**config.mk**
```make
export PLATFORM = sky130hd
export DESIGN_NAME = serial_mag_comp
export DESIGN_NICKNAME = d
export VERILOG_FILES = /design/src/rtl/serial_mag_comp.sv
export SDC_FILE = /design/constraint.sdc
export NUM_CORES = 1
export LEC_CHECK = 0
export CAP_MARGIN = 20
export CORE_MARGIN = 2
export CORE_UTILIZATION = 40
export DETAILED_ROUTE_END_ITERATION = 8
export PLACE_DENSITY = 0.71
export SYNTH_ARGS = -nofsm -noshare
export SYNTH_HDL_FRONTEND = slang
export SYNTH_SLANG_ARGS = --single-unit
export TNS_END_PERCENT = 50
```
**constraint.sdc**
```tcl
create_clock -name clk -period 4.3 [get_ports clk]
set_clock_uncertainty 0.15 [all_clocks]
set_input_delay 0.86 -clock clk [delete_from_list [all_inputs] [get_ports clk]]
set_output_delay 0.86 -clock clk [all_outputs]
set_load 0.05 [all_outputs]
```
**src/rtl/serial_mag_comp.sv**
```systemverilog
// Bit-serial unsigned magnitude comparator: feeds a 1-bit comp cell MSB first,
// stops at the first differing bit and reports a registered result with done.
module serial_mag_comp #(
    parameter int WIDTH = 8
) (
    input  logic             clk,
    input  logic             rst_n,
    input  logic             start,
    input  logic [WIDTH-1:0] a_in,
    input  logic [WIDTH-1:0] b_in,
    output logic             busy,
    output logic             done,
    output logic             greater,
    output logic             lesser,
    output logic             equal
);

    localparam int CW = (WIDTH > 1) ? $clog2(WIDTH) : 1;

    typedef enum logic {
        IDLE = 1'b0,
        CMP  = 1'b1
    } state_t;

    state_t          state, state_nxt;
    logic [WIDTH-1:0] sa, sb;
    logic [CW-1:0]    cnt;
    logic             c_gt, c_lt, c_eq;
    logic             finish;

    comp u_comp (
        .a       (sa[WIDTH-1]),
        .b       (sb[WIDTH-1]),
        .greater (c_gt),
        .lesser  (c_lt),
        .equal   (c_eq)
    );

    // A comparison ends on the first differing bit, or after the LSB if all matched.
    always_comb begin
        // NOTE: every combinational output gets a default first so no latch is inferred.
        state_nxt = state;
        finish    = 1'b0;
        case (state)
            IDLE: if (start) state_nxt = CMP;
            CMP: begin
                if (c_gt || c_lt || (c_eq && cnt == '0)) begin
                    finish    = 1'b1;
                    state_nxt = IDLE;
                end
            end
            default: state_nxt = IDLE;
        endcase
    end

    always_ff @(posedge clk or negedge rst_n) begin
        // NOTE: sequential state uses non-blocking assignments so all registers update together.
        if (!rst_n) state <= IDLE;
        else        state <= state_nxt;
    end

    always_ff @(posedge clk or negedge rst_n) begin
        if (!rst_n) begin
            sa      <= '0;
            sb      <= '0;
            cnt     <= '0;
            busy    <= 1'b0;
            done    <= 1'b0;
            greater <= 1'b0;
            lesser  <= 1'b0;
            equal   <= 1'b0;
        end else begin
            done <= 1'b0;
            case (state)
                IDLE: begin
                    if (start) begin
                        sa      <= a_in;
                        sb      <= b_in;
                        cnt     <= CW'(WIDTH - 1);
                        greater <= 1'b0;
                        lesser  <= 1'b0;
                        equal   <= 1'b0;
                        busy    <= 1'b1;
                    end
                end
                CMP: begin
                    if (finish) begin
                        busy <= 1'b0;
                        done <= 1'b1;
                        // Priority: greater, then lesser, then equal on the last bit.
                        if (c_gt)      greater <= 1'b1;
                        else if (c_lt) lesser  <= 1'b1;
                        else           equal   <= 1'b1;
                    end else begin
                        sa  <= {sa[WIDTH-2:0], 1'b0};
                        sb  <= {sb[WIDTH-2:0], 1'b0};
                        cnt <= cnt - 1'b1;
                    end
                end
                default: ;
            endcase
        end
    end

endmodule

// 1-bit magnitude comparator cell.
module comp (
    input  logic a,
    input  logic b,
    output logic greater,
    output logic lesser,
    output logic equal
);
    assign greater = a & ~b;
    assign lesser  = ~a & b;
    assign equal   = ~(a ^ b);
endmodule
```
==> reports/results.tsv, run 1 <==
stage	metric	value	unit
worst_setup_path	critPathRequiredTime	3.29	ns
final_layout	layout_common_cells	dfrtp_1, clkdlybuf4s50_1, o22ai_1	
worst_setup_path	cp.arrival	1.51	ns
clock_tree	cts_tree	built	
clock_tree	cts_buffers	3	
synthesis	synthDistinctLibCells	23	
routing	detail-route-antenna-nets	0	
worst_setup_path	endpoint_kind	output pin	
worst_setup_path	cpLargestDelayFamily	buffers and inverters	
routing	dr_total_vias	838	
final_layout	num-nets-final	153	
routing	drt_wl_total	2020	um
pwr	p_comb_share	48.7	%
sta	finalSetupViolations	0	
worst_setup_path	cp-start-kind	flip-flop	
sta	fin_crit_sh	58.7	%
synthesis	synth.avg_cell_area	10.5	um^2
sta	rsz0062_at_grt	no	
routing	dr.pass1.iters	4	
flow_run	max_cap_viol_count	0	
global_route	grt_pass1_vias	780	
sta	hold_viol	0	
clock_tree	cts.htree.levels	1	
sta	slew_viol_final	0	
sta	max_slew_margin	56.2	%
final_layout	final_common_cell	dfrtp_1	
global_route	grt_max_degree	37	
clock_tree	clockRootBuffer	clkbuf_4	
global_route	antenna_found_initial	0	
synthesis	yosysTopAreaCell	dfrtp_1	
final_layout	utilization	51.1	%
floorplanning	start_util	41.7	%
pwr	swShare	42.1	%
pwr	ir_drop	438	uV
routing	routed_via_density	5.24	
placed_design	port-buffer-count	23	
pwr	intPower	592	uW
routing	dr.first_iter.drc_count	24	
synthesis	yosys-top-cells-area	dfrtp_1, o22ai_1, a21oi_1	
floorplanning	fp.dieH	57.1	um
outcome	status	completed	
pwr	seq_power_share	41.0	%
placed_design	hpwl	1330	um
worst_setup_path	worstPathBufferInverterCount	1	
final_layout	n_antenna_cell	0	
routing	wl_per_cell	12.6	um
worst_setup_path	cp_slowest_cell	clkdlybuf4s50_1	
pwr	powerDensity	738	nW/um^2
clock_tree	worst_skew_pair.late_latency	0.32	ns
worst_setup_path	slowest_delay	0.81	ns
min_path	hold_path_class	flip-flop to flip-flop	
worst_setup_path	crit_type	flip-flop to output pin	
synthesis	synth_top_area_share	55.4	%
floorplanning	row_count	19	
clock_tree	postCtsResizedCells	0	
global_route	grt_pass1_wl	3360	um
synthesis	ys_seq_elements	25	
worst_setup_path	path_cells	clkdlybuf4s50_1	
synthesis	yosysSeqAreaShare	55.4	%
synthesis	syn-cell-area	1130	um^2
clock_tree	clk_path_buf_depth	2	
sta	tightest_slew	0.654	ns
floorplanning	core_region_area	2710	um^2
synthesis	ys_warn_count	0	
floorplanning	die_w	57.1	um
floorplanning	pin_count	24	
clock_tree	post_cts_buffers	0	
pwr	p_leak	0.000624	uW
sta	tns	0	ns
global_route	grtUsageTotal	13.4	%
synthesis	synth_cells	108	
sta	fmax	396	MHz
synthesis	syn-num-nets	131	
final_layout	drive_gt1_share	6.20	%
worst_setup_path	cp_max_fo	3	
pwr	p_clk_share	10.2	%
final_layout	areaGrowthSynthToFinish	22.6	%
pwr	switching_power	430	uW
placed_design	gp_congestion	0.731	
sta	period_minus_slack	2.52	ns
clock_tree	clkTransAtPathRegs	0.13	ns
clock_tree	cts_sinks	25	
global_route	grt-ovfl-total	0	
floorplanning	dieArea	3270	um^2
routing	drcViolationCount	0	
clock_tree	ctsHoldBuffers	0	
[synth_stat cells, drive strengths merged]
cell and number:
a31oi 2, o31ai 2, nor2 12, o21ai 7
ha 4, dfrtp 25, nand3 2, nand3b 1
nand2b 1, inv 9, nand2 7, a21oi 12
o22ai 14, buf 5, nor2b 1, a21o 1
clkbuf 2, mux2 1
[logic make-up (layout without fill, tap and decap cells)]
group                      after synthesis  after routing  synth area share [%]
AOI/OAI and AO/OA                       38             38                  19.3
and+or+nand+nor                         24             24                  11.0
buffers and inverters                   16             37                  8.97
muxes                                    1              1                 0.997
adders and majority gates                4              4                  4.43
DFF                                     25             25                  55.4
[sequential cells by signal, summed over array words and instances, names as in the netlist]
signal	flops
sa	8
sb	8
cnt	3
busy	1
done	1
equal	1
greater	1
lesser	1
state	1
[routing by layer]
layer  track usage [%]  part of all wire [%]  up-vias  routed length (um)
met3              3.40                   5.3        4                 107
met1              17.2                    47      396                 950
met4              6.98                   1.8        0                  36
li1                  -                     -      421                   -
met2              20.9                    46       17                 920
met5                 0                     0        -                   0
[power by group through the flow]
stage / Clock [uW] / Sequential [uW] / Combinational [uW]
floorplan: 0 / 484 / 350
global placement: 0 / 420 / 487
detailed placement: 0 / 426 / 500
CTS: 109 / 420 / 501
global route: 118 / 433 / 557
finish: 105 / 419 / 498
[cell type report]
type	count	area, um^2
tap	31	38.8
fill	249	1330
timing repair buffer	24	258
clock buffer	4	26.3
sequential	25	626
inverter	9	33.8
multi-input combinational	67	403
[worst paths after layout]
check / from / to / slack [ns] / cells past startpoint
max: greater$_DFFE_PN0P_ / greater / 1.78 / 1
min: busy$_DFFE_PN0P_ / busy$_DFFE_PN0P_ / 0.35 / 1
max reg2reg: cnt[0]$_DFFE_PN0P_ / cnt[0]$_DFFE_PN0P_ / 2.53 / 5
min reg2reg: busy$_DFFE_PN0P_ / busy$_DFFE_PN0P_ / 0.35 / 1
max in group asynchronous: rst_n / sa[5]$_DFFE_PN0P_ / 2.96 / 2
min in group asynchronous: rst_n / sa[1]$_DFFE_PN0P_ / 0.63 / 1
[metrics by stage]
step	total power, uW	worst slack, ns	hold slack, ns	instances	area, um^2
after floorplan	834	2.64	0.310	108	1130
after global placement	907	1.83	0.315	155	1330
after detailed placement	925	1.81	0.329	155	1330
after CTS	1030	1.76	0.359	159	1360
after global routing	1110	1.72	0.375	160	1390
final	1020	1.78	0.351	160	1390
Power figures use the tool's default switching activity.
==> run 2: changes to the inputs <==
- PLACE_DENSITY: 0.71 -> 0.74
- clock period: 4.3 -> 2.3 ns (I/O delays scaled with it)
==> reports/results.tsv, run 2 (synthesis gave the netlist of run 1 again) <==
stage	metric	value	unit
clock_tree	post_cts_buffers	0	
worst_setup_path	rrSetupSlack	0.50	ns
global_route	grt_pass1_vias	840	
routing	detail-route-antenna-nets	0	
worst_setup_path	cpLargestDelayFamily	buffers and inverters	
sta	period_minus_slack	2.13	ns
outcome	status	completed	
min_path	hold_path_class	input port to asynchronous set/reset pin	
clock_tree	cts_tree	built	
global_route	grt-ovfl-total	0	
worst_setup_path	cp-start-kind	flip-flop	
global_route	grtUsageTotal	15.0	%
final_layout	num-nets-final	154	
pwr	total_power	1930	uW
sta	rsz0062_at_grt	no	
worst_setup_path	critPathRequiredTime	1.69	ns
final_layout	layout_common_cells	dfrtp_1, clkdlybuf4s50_1, o22ai_1	
worst_setup_path	path_cells	clkdlybuf4s50_1	
placed_design	gp_congestion	0.734	
floorplanning	fp.dieH	57.1	um
clock_tree	clockRootBuffer	clkbuf_4	
routing	dr_total_vias	850	
sta	slew_viol_final	0	
pwr	powerDensity	1410	nW/um^2
floorplanning	start_util	41.7	%
flow_run	max_cap_viol_count	0	
placed_design	hpwl	1510	um
routing	dr.first_iter.drc_count	21	
clock_tree	worst_skew_pair.late_latency	0.32	ns
sta	fin_crit_sh	92.5	%
routing	routed_via_density	5.28	
final_layout	n_antenna_cell	0	
global_route	grt_max_degree	37	
floorplanning	core_region_area	2710	um^2
floorplanning	pin_count	24	
worst_setup_path	cp_slowest_cell	clkdlybuf4s50_1	
sta	fmax	470	MHz
worst_setup_path	cp_max_fo	3	
worst_setup_path	worstPathBufferInverterCount	1	
final_layout	final_common_cell	dfrtp_1	
sta	hold_viol	0	
routing	drcViolationCount	0	
sta	finalSetupViolations	0	
floorplanning	row_count	19	
final_layout	drive_gt1_share	7.69	%
pwr	ir_drop	679	uV
clock_tree	cts_sinks	25	
floorplanning	die_w	57.1	um
sta	tns	0	ns
global_route	grt_pass1_wl	3780	um
routing	drt_wl_total	2140	um
placed_design	port-buffer-count	23	
sta	max_slew_margin	67.1	%
clock_tree	postCtsResizedCells	0	
floorplanning	dieArea	3270	um^2
pwr	p_leak	0.000620	uW
worst_setup_path	crit_type	flip-flop to output pin	
routing	dr.pass1.iters	4	
final_layout	areaGrowthSynthToFinish	21.8	%
sta	tightest_slew	0.493	ns
sta	whs	0.331	ns
clock_tree	ctsHoldBuffers	0	
worst_setup_path	cp.arrival	1.52	ns
worst_setup_path	endpoint_kind	output pin	
worst_setup_path	slowest_delay	0.81	ns
global_route	antenna_found_initial	0	
clock_tree	cts.htree.levels	1	
clock_tree	clk_path_buf_depth	2	
clock_tree	clkTransAtPathRegs	0.14	ns
clock_tree	cts_buffers	3	
final_layout	top_regs	sa x8, sb x8, cnt x3	
routing	wl_per_cell	13.3	um
-- run 2: worst register-to-register path: cells and delay by family (launching register included) --
kind                       cells  cell delay [ns]
and+or+nand+nor                1             0.38
buffers and inverters          1             0.05
DFF                            1             0.35
muxes                          1             0.38
adders and majority gates      2             0.39
-- run 2: final cells by class --
class	instances	area (um^2)
fill	249	1330
sequential	25	626
multi-input combinational	67	403
timing repair buffer	25	245
tap	31	38.8
inverter	9	33.8
clock buffer	3	22.5
clock inverter	1	7.51
-- run 2: through the flow --
stage / worst slack, ns / cells / area (um^2) / utilization, %
after floorplan: 0.783 / 108 / 1130 / -
after global placement: 0.488 / 157 / 1350 / 49.7
after detailed placement: 0.457 / 157 / 1350 / 49.7
after CTS: 0.155 / 161 / 1380 / 50.8
after global routing: 0.140 / 161 / 1380 / 50.8
final: 0.173 / 161 / 1380 / 50.8
-- run 2: routing by layer --
layer | vias up | GRT usage (%) | wire, um
met5 | - | 0 | 0
met4 | 0 | 7.97 | 27
met3 | 2 | 3.40 | 94
met2 | 19 | 25.0 | 1070
met1 | 410 | 18.0 | 943
li1 | 419 | - | -
-- run 2: worst paths after layout --
check / from / endpoint / cells past startpoint
min in group clk: lesser$_DFFE_PN0P_ / lesser$_DFFE_PN0P_ / 2
hold / removal: rst_n / sa[1]$_DFFE_PN0P_ / 2
setup reg to reg: cnt[0]$_DFFE_PN0P_ / cnt[0]$_DFFE_PN0P_ / 5
hold reg to reg: lesser$_DFFE_PN0P_ / lesser$_DFFE_PN0P_ / 2
setup / recovery: greater$_DFFE_PN0P_ / greater / 1
max in group asynchronous: rst_n / greater$_DFFE_PN0P_ / 2
-- run 2: power breakdown --
part           leakage, uW  internal, uW  switching [uW]
sequential        0.000288           663             122
clock            0.0000139          66.4             131
combinational     0.000318           379             572
total             0.000620          1110             825
==> run 3: changes to the inputs <==
- HOLD_SLACK_MARGIN: default -> 0.06
==> results of run 3 <==
The final DEF is identical to that of run 2; final timing and power are the same.
